$ cat config.mk
export PLATFORM = sky130hd
export DESIGN_NAME = afe_spi_master
export DESIGN_NICKNAME = d
export VERILOG_FILES = /design/src/rtl/afe_spi_master.sv
export SDC_FILE = /design/constraint.sdc
export NUM_CORES = 1
export LEC_CHECK = 0
export CAP_MARGIN = 10
export CORE_MARGIN = 3
export CORE_UTILIZATION = 25
export DETAILED_ROUTE_END_ITERATION = 6
export PLACE_DENSITY_LB_ADDON = 0.1
export SYNTH_ARGS = -nofsm -noshare
export SYNTH_HDL_FRONTEND = slang
export SYNTH_SLANG_ARGS = --single-unit
$ cat constraint.sdc
create_clock -name clk -period 2.34 [get_ports clk]
set_clock_uncertainty 0.15 [all_clocks]
set_input_delay 0.585 -clock clk [delete_from_list [all_inputs] [get_ports clk]]
set_output_delay 0.585 -clock clk [all_outputs]
set_load 0.01 [all_outputs]
$ cat src/rtl/afe_spi_master.sv
// ============================================================================
// Module   : afe_spi_master
// Brief    : SPI mode-0 initiator for the AFE configuration port. Accepts
//            one register read/write command at a time and serialises it as
//            a {R/W, address, data} frame, MSB first. Read data comes back
//            with a single-cycle rsp_valid pulse.
// Revision : 1.0 - initial release
// ============================================================================
`default_nettype none

module afe_spi_master #(
  parameter int CLK_DIV    = 4,   // clk cycles per SCLK half-period, 1..255
  parameter int ADDR_WIDTH = 7,
  parameter int DATA_WIDTH = 8
) (
  input  logic                  clk,
  input  logic                  reset_n,
  input  logic                  cmd_valid,
  output logic                  cmd_ready,
  input  logic                  cmd_rw,
  input  logic [ADDR_WIDTH-1:0] cmd_addr,
  input  logic [DATA_WIDTH-1:0] cmd_wdata,
  output logic                  rsp_valid,
  output logic [DATA_WIDTH-1:0] rsp_rdata,
  output logic                  busy,
  output logic                  spi_clk,
  output logic                  spi_sen,
  output logic                  spi_mosi,
  input  logic                  spi_miso
);

  localparam int FRAME_LEN = 1 + ADDR_WIDTH + DATA_WIDTH;
  localparam int CNT_W     = $clog2(CLK_DIV + 1);
  localparam int BIT_W     = $clog2(FRAME_LEN + 1);

  localparam logic [CNT_W-1:0] CNT_LAST   = CNT_W'(CLK_DIV - 1);
  localparam logic [BIT_W-1:0] BIT_LAST   = BIT_W'(FRAME_LEN - 1);
  // Index (in transmit order) of the first data bit; MISO is only
  // meaningful from this bit onwards.
  localparam logic [BIT_W-1:0] DATA_FIRST = BIT_W'(1 + ADDR_WIDTH);

  typedef enum logic [2:0] {
    ST_IDLE  = 3'd0,
    ST_SETUP = 3'd1,
    ST_SHIFT = 3'd2,
    ST_HOLD  = 3'd3,
    ST_GAP   = 3'd4
  } state_t;

  state_t                  state_q,     state_d;
  logic [CNT_W-1:0]        cnt_q,       cnt_d;
  logic [BIT_W-1:0]        bit_q,       bit_d;
  logic                    phase_hi_q,  phase_hi_d;
  logic [FRAME_LEN-1:0]    shift_q,     shift_d;
  logic [DATA_WIDTH-1:0]   rx_q,        rx_d;
  logic                    rw_q,        rw_d;
  logic                    rsp_valid_q, rsp_valid_d;
  logic [DATA_WIDTH-1:0]   rdata_q,     rdata_d;

  logic                    cnt_last;
  logic [DATA_WIDTH-1:0]   wdata_eff;

  assign cnt_last  = (cnt_q == CNT_LAST);
  // Reads transmit zeros in the data field.
  assign wdata_eff = cmd_rw ? {DATA_WIDTH{1'b0}} : cmd_wdata;

  // State and datapath registers with synchronous active-low reset.
  always_ff @(posedge clk) begin
    if (!reset_n) begin
      state_q     <= ST_IDLE;
      cnt_q       <= '0;
      bit_q       <= '0;
      phase_hi_q  <= 1'b0;
      shift_q     <= '0;
      rx_q        <= '0;
      rw_q        <= 1'b0;
      rsp_valid_q <= 1'b0;
      rdata_q     <= '0;
    end else begin
      state_q     <= state_d;
      cnt_q       <= cnt_d;
      bit_q       <= bit_d;
      phase_hi_q  <= phase_hi_d;
      shift_q     <= shift_d;
      rx_q        <= rx_d;
      rw_q        <= rw_d;
      rsp_valid_q <= rsp_valid_d;
      rdata_q     <= rdata_d;
    end
  end

  // Next-state logic: phase timing, bit sequencing, shifting and capture.
  always_comb begin
    state_d     = state_q;
    cnt_d       = cnt_q;
    bit_d       = bit_q;
    phase_hi_d  = phase_hi_q;
    shift_d     = shift_q;
    rx_d        = rx_q;
    rw_d        = rw_q;
    rsp_valid_d = 1'b0;
    rdata_d     = rdata_q;

    case (state_q)
      ST_IDLE: begin
        // cmd_ready is high throughout IDLE, so cmd_valid alone accepts.
        if (cmd_valid) begin
          state_d    = ST_SETUP;
          cnt_d      = '0;
          bit_d      = '0;
          phase_hi_d = 1'b0;
          rw_d       = cmd_rw;
          shift_d    = {cmd_rw, cmd_addr, wdata_eff};
          rx_d       = '0;
        end
      end

      ST_SETUP: begin
        // Chip enable asserted and first bit on MOSI one half-period
        // before the first rising edge.
        if (cnt_last) begin
          state_d    = ST_SHIFT;
          cnt_d      = '0;
          phase_hi_d = 1'b1;
        end else begin
          cnt_d = cnt_q + 1'b1;
        end
      end

      ST_SHIFT: begin
        if (!cnt_last) begin
          cnt_d = cnt_q + 1'b1;
        end else begin
          cnt_d = '0;
          if (phase_hi_q) begin
            // Last cycle of the high phase: sample MISO, then SCLK falls
            // and the next bit is presented while the clock is low.
            phase_hi_d = 1'b0;
            shift_d    = {shift_q[FRAME_LEN-2:0], 1'b0};
            if (bit_q >= DATA_FIRST) begin
              rx_d = {rx_q[DATA_WIDTH-2:0], spi_miso};
            end
          end else if (bit_q == BIT_LAST) begin
            state_d = ST_HOLD;
          end else begin
            bit_d      = bit_q + 1'b1;
            phase_hi_d = 1'b1;
          end
        end
      end

      ST_HOLD: begin
        // Chip enable held after the final falling edge; the response is
        // published as the enable deasserts.
        if (cnt_last) begin
          state_d     = ST_GAP;
          cnt_d       = '0;
          rsp_valid_d = 1'b1;
          rdata_d     = rw_q ? rx_q : {DATA_WIDTH{1'b0}};
        end else begin
          cnt_d = cnt_q + 1'b1;
        end
      end

      ST_GAP: begin
        // Minimum deselect time before another command can start.
        if (cnt_last) begin
          state_d = ST_IDLE;
          cnt_d   = '0;
        end else begin
          cnt_d = cnt_q + 1'b1;
        end
      end

      default: begin
        state_d = ST_IDLE;
        cnt_d   = '0;
      end
    endcase
  end

  assign cmd_ready = (state_q == ST_IDLE);
  assign busy      = ~cmd_ready;
  assign spi_clk   = (state_q == ST_SHIFT) & phase_hi_q;
  assign spi_sen   = ~((state_q == ST_SETUP) | (state_q == ST_SHIFT) |
                       (state_q == ST_HOLD));
  assign spi_mosi  = ((state_q == ST_SETUP) | (state_q == ST_SHIFT)) &
                     shift_q[FRAME_LEN-1];
  assign rsp_valid = rsp_valid_q;
  assign rsp_rdata = rdata_q;

endmodule

`default_nettype wire

# [Word-level counts from Yosys, hierarchy flattened]
# Index checks and enable logic that the tools add are counted.
[classes] n_addsub=2 magnitude_cmp=1 n_eq_ne=16 n_mux=34 n_bitwise=6 n_reduce_logical=12
[ops] operator="16-bit two-way mux" count=3
[ops] operator="8-bit two-way mux" count=6
[ops] operator="16-bit one-hot mux with 2 select lines" count=1
[ops] operator="3-bit two-way mux" count=9
[ops] operator="5-bit two-way mux" count=4
[ops] operator="2-bit != test (second input constant)" count=10
[ops] operator="8-bit one-hot mux with 2 select lines" count=1
[ops] operator="3-bit one-hot mux with 5 select lines" count=1
[ops] operator="5-bit one-hot mux with 2 select lines" count=1
[ops] operator="5-bit AND reduction" count=2
[ops] operator="3-bit by 2-bit == test with 1-bit output (second input constant)" count=3
[ops] operator="4-bit AND reduction" count=2
[ops] operator="7-bit AND reduction" count=1
[ops] operator="1-bit two-way mux" count=6
[ops] operator="3-bit one-hot mux with 2 select lines" count=1
[ops] operator="2-bit AND reduction" count=3
[ops] operator="5-bit by 1-bit adder with 5-bit output (second input constant)" count=1
[ops] operator="5-bit by 4-bit == test with 1-bit output (second input constant)" count=1
[ops] operator="5-bit by 4-bit >= comparator with 1-bit output (second input constant)" count=1
[ops] operator="4-bit OR reduction" count=1
[ops] operator="3-bit by 1-bit adder with 3-bit output (second input constant)" count=1
[ops] operator="3-bit by 1-bit == test with 1-bit output (second input constant)" count=1
[ops] operator="3-bit == test (second input constant)" count=1
[ops] operator="3-bit zero test" count=1
[ops] operator="other kinds (6)" count=9
[word_totals] register_bits=46 input_bits=20 output_inout_bits=14 word_cells=80

# [Longest topological paths before layout]
[depth] depth_word=5 ltp_mapped=7 depth_no_buf=7

# [Worst setup path before layout]
# No wires, ideal clock.
[synth_path] path_kind="reg-to-reg" from="register bit_q[0]" to="register bit_q[3]" setup_ns=0.060 arrival_ns=1.940 path_slack_ns=0.190 path_stages_with_launch=8 n_path_buf=0 synth_period_minus_slack_ns=2.150 cell_sequence="dfxtp_1 > ha_1 > and3_1 > ha_1 > nor3b_1 > nand3_1 > or4_1 > nand2_1"
[synth_between] elab_chain_cells=5 elab_cells_between_ends=8 cone_classes="add/sub (1); eq/ne (2); mux (4); reduce/logical (1)"
[synth_lines] item="start: declaration" line="52" rtl="logic [BIT_W-1:0] bit_q, bit_d;"
[synth_lines] item="start signal: assignment" line="82" rtl="bit_q <= bit_d;"
[synth_lines] item="5-bit by 1-bit adder with 5-bit output" line="146" rtl="bit_d = bit_q + 1'b1;"
[synth_lines] item="5-bit two-way mux" line="143" rtl="end else if (bit_q == BIT_LAST) begin"
[synth_lines] item="5-bit two-way mux" line="135" rtl="if (phase_hi_q) begin"
[synth_lines] item="5-bit two-way mux" line="131" rtl="if (!cnt_last) begin"
[synth_lines] item="5-bit one-hot mux with 2 select lines" line="104" rtl="case (state_q)"
# Parallel ways exist; a longest one is shown, timed or not. The select of a mux whose other input is x is not followed.
# A chain may end at the register's enable or synchronous reset.

# [Worst setup path in the final report]
[layout_path] from="register state_q[2]" to="output port spi_clk"
[layout_between] elab_chain_cells=2
[layout_lines] item="start: declaration" line="50" rtl="state_t state_q, state_d;"
[layout_lines] item="start signal: assignment" line="80" rtl="state_q <= state_d;"
[layout_lines] item="3-bit by 2-bit == test with 1-bit output" line="184" rtl="assign spi_clk = (state_q == ST_SHIFT) & phase_hi_q;"
[layout_lines] item="1-bit AND" line="184"
[layout_lines] item="end: declaration" line="26" rtl="output logic spi_clk,"
# Every way passes these cells.

==> flow_summary.json <==
{
  "hold_buffers": 0,
  "synth.top_cell.area_share_pct": 43.37,
  "worst_setup_path_end_kind": "primary output",
  "period_minus_slack_ns": 2.232,
  "port_buffers": 33,
  "crit_chain": "or3b_1 > nor2_1 > dlygate4sd2_1",
  "synthArstFlopShare_pct": 0,
  "fmax_ghz": 0.4480,
  "cts_buffer_depth": 2,
  "synth_area_leaders": "dfxtp_1 43%, nand2_1 7.2%, mux2i_1 4.7%, nand3_1 4.7%, o21ai_0 4.0%",
  "dp_hpwl_mm": 3.405,
  "diodes": 0,
  "timing.rr.start": "bit_q[0]",
  "ios": 34,
  "ir_drop_mv": 0.2070,
  "static-leakage-power_uw": 0.001007,
  "cpPeakStageDelay_ns": 0.42,
  "synthFlopType": "dfxtp_1",
  "cts_setup_buffers": 0,
  "path_buf_inv": 1,
  "core_area_um2": 7968,
  "rows": 32,
  "nNetsFinal": 312,
  "hold_viol": 0,
  "wl_per_cell_um": 12.99,
  "p_per_area_nw_per_um2": 544.2,
  "area_growth_pct": 28.82,
  "ys_ff_latch": 46,
  "required_ns": 1.60,
  "hold_class": "flip-flop to flip-flop",
  "r2r_setup_slack_ns": 0.23,
  "instances_no_fill": 391,
  "synth_commonest_cells": "46 x dfxtp_1, 41 x nand2_1, 20 x nand3_1, 17 x o21ai_0, 16 x a21oi_1",
  "grt_pass1_wl_mm": 8.583,
  "max_slew_margin_pct": 61.50,
  "via_per_inst": 4.616,
  "r2r_end": "bit_q[3]",
  "ys_types": 40,
  "placed_cells": 383,
  "cts_root_buf": "clkbuf_8",
  "drv_cap": 0,
  "hold_end": "rsp_rdata[0]",
  "p_total_uw": 1489,
  "hp-start": "rsp_rdata[0]",
  "syn_inst": 254,
  "start_kind": "flip-flop",
  "htreeDepth": 2,
  "critical-path-top-delay-family": "simple AND/OR/NAND/NOR gates",
  "worstPathArrival_ns": 1.50,
  "setup_viol": 0,
  "rsz0062_at_grt": "false",
  "antenna_found_initial": 0,
  "numCtsBuffers": 5,
  "hold_slack_ns": 0.3117,
  "cts.sinks": 46,
  "tightest_slew_ns": 0.5743,
  "drc_errors": 0,
  "synth_edf_count": 0,
  "worstSetupPathType": "flip-flop to primary output",
  "grt_pass1_vias": 1705,
  "vias": 1805,
  "cp_slowest_cell": "or3b_1",
  "cts_tree": "built",
  "synth_top_area_cell": "dfxtp_1",
  "grt_max_degree": 55,
  "drtAntennaViolNets": 0,
  "fill_cells": 830,
  "ff2ff_path_depth": 7,
  "avgSynthCellArea_um2": 8.359,
  "grt-ovfl-total": 0,
  "initial_core_util_pct": 26.65,
  "first_pass_iters": 4,
  "seqCellArea_um2": 920.9,
  "clkTransAtPathRegs_ns": 0.09,
  "drt_iter0_markers": 82,
  "die_x_um": 98.16,
  "fin_crit_sh_pct": 95.40,
  "outcome": "complete, no violations",
  "drive_gt1_share_pct": 10.38,
  "totalWireLength_mm": 5.078,
  "die-area_um2": 9635,
  "finalMaxSlewViolations": 0,
  "synthesis.area_um2": 2123,
  "ys_seq_area_share_pct": 43.37,
  "chipHeight_um": 98.16,
  "grtUsageTotal_pct": 10.79,
  "synth_nets": 278,
  "place_congestion": 0.7345,
  "ys_warn_count": 0,
  "synth_most_common_cell": "dfxtp_1",
  "cp_max_fo": 2,
  "clock_latency_ns": 0.29,
  "multiInputGateArea_um2": 1105,
  "whs_path_depth": 2
}
## per-stage QoR
stage | area (um2) | utilization, % | setup TNS (ns) | setup slack [ns]
4_1_cts | 2723 | 34.17 | 0 | 0.008521
2_1_floorplan | 2123 | - | 0 | 0.1903
5_1_grt | 2735 | 34.33 | 0 | 0.03092
3_5_place_dp | 2629 | 32.99 | -2.040 | -0.1384
6_report | 2735 | 34.33 | 0 | 0.1077
3_3_place_gp | 2629 | 32.99 | -1.602 | -0.1125
## cell families (layout without fill, tap and decap cells)
logic type,count (synthesis),in the layout,synth area share [%]
AOI/OAI and AO/OA,61,61,17.91
xor gates and xnor gates,3,3,1.238
muxes,10,10,4.714
adders and majority gates,4,4,2.357
buffers and inverters,27,62,5.539
and+or+nand+nor,103,103,24.87
DFF,46,46,43.37
## routing by layer
| layer | track usage [%] | wire length [um] |
|---|---|---|
| met1 | 15.51 | 2682 |
| met2 | 16.18 | 2189 |
| met3 | 2.357 | 166 |
| met4 | 3.151 | 40 |
| met5 | 0 | 0 |
## worst register-to-register path: stages, from the launching register on
cell	delay [ns]
dfxtp_1	0.35
ha_1	0.22
and3_1	0.18
ha_1	0.20
nor3b_2	0.21
nand3_2	0.14
or4_1	0.52
nand2_1	0.07
## cell usage in the layout (no fill, tap or decap), drive strengths merged, types with 10 or more instances in the layout
cell type      count
clkdlybuf4s50     28
a21boi            10
buf               15
mux2i             10
a21oi             16
nand3             20
nand2             41
o21ai             18
nor3b             11
dfxtp             46
## sequential cells by signal (all words and copies together), names as in the netlist
signal and cells:
cnt_q 3, bit_q 5, shift_q 16, phase_hi_q 1, rx_q 8, rsp_rdata 8, state_q 3, rsp_valid 1
rw_q 1
## cell type report
type | instances | share of cell area (%)
Timing Repair Buffer | 48 | 17.15
Multi-Input combinational cell | 181 | 40.39
Clock inverter | 3 | 0.7777
Inverter | 6 | 0.8234
Sequential cell | 46 | 33.67
Tap cell | 102 | 4.666
Clock buffer | 5 | 2.516
## worst max-delay path by stage
stage / startpoint / to / slack (ns) / depth (start not counted)
floorplan: bit_q[0] / bit_q[3] / 0.19 / 7
detailed placement: cmd_valid / rx_q[0] / -0.14 / 6
global placement: cmd_valid / rx_q[7] / -0.11 / 6
CTS: state_q[2] / cmd_ready / 0.009 / 3
finish: state_q[2] / spi_clk / 0.11 / 3
global route: state_q[2] / spi_clk / 0.03 / 3
## report_power, final
group	leakage, uW	switching, uW	internal, uW
Combinational	0.000588	81.9	89.1
Clock	0.0000441	281	210
Sequential	0.000375	17.2	810
## timing repair
action                                  4_1_cts  5_1_grt
hold endpoints to repair                      0        0
resized for setup                             6        3
endpoints found under the setup margin        5        4
pin swaps                                     0        1
Power figures use the tool's default switching activity.
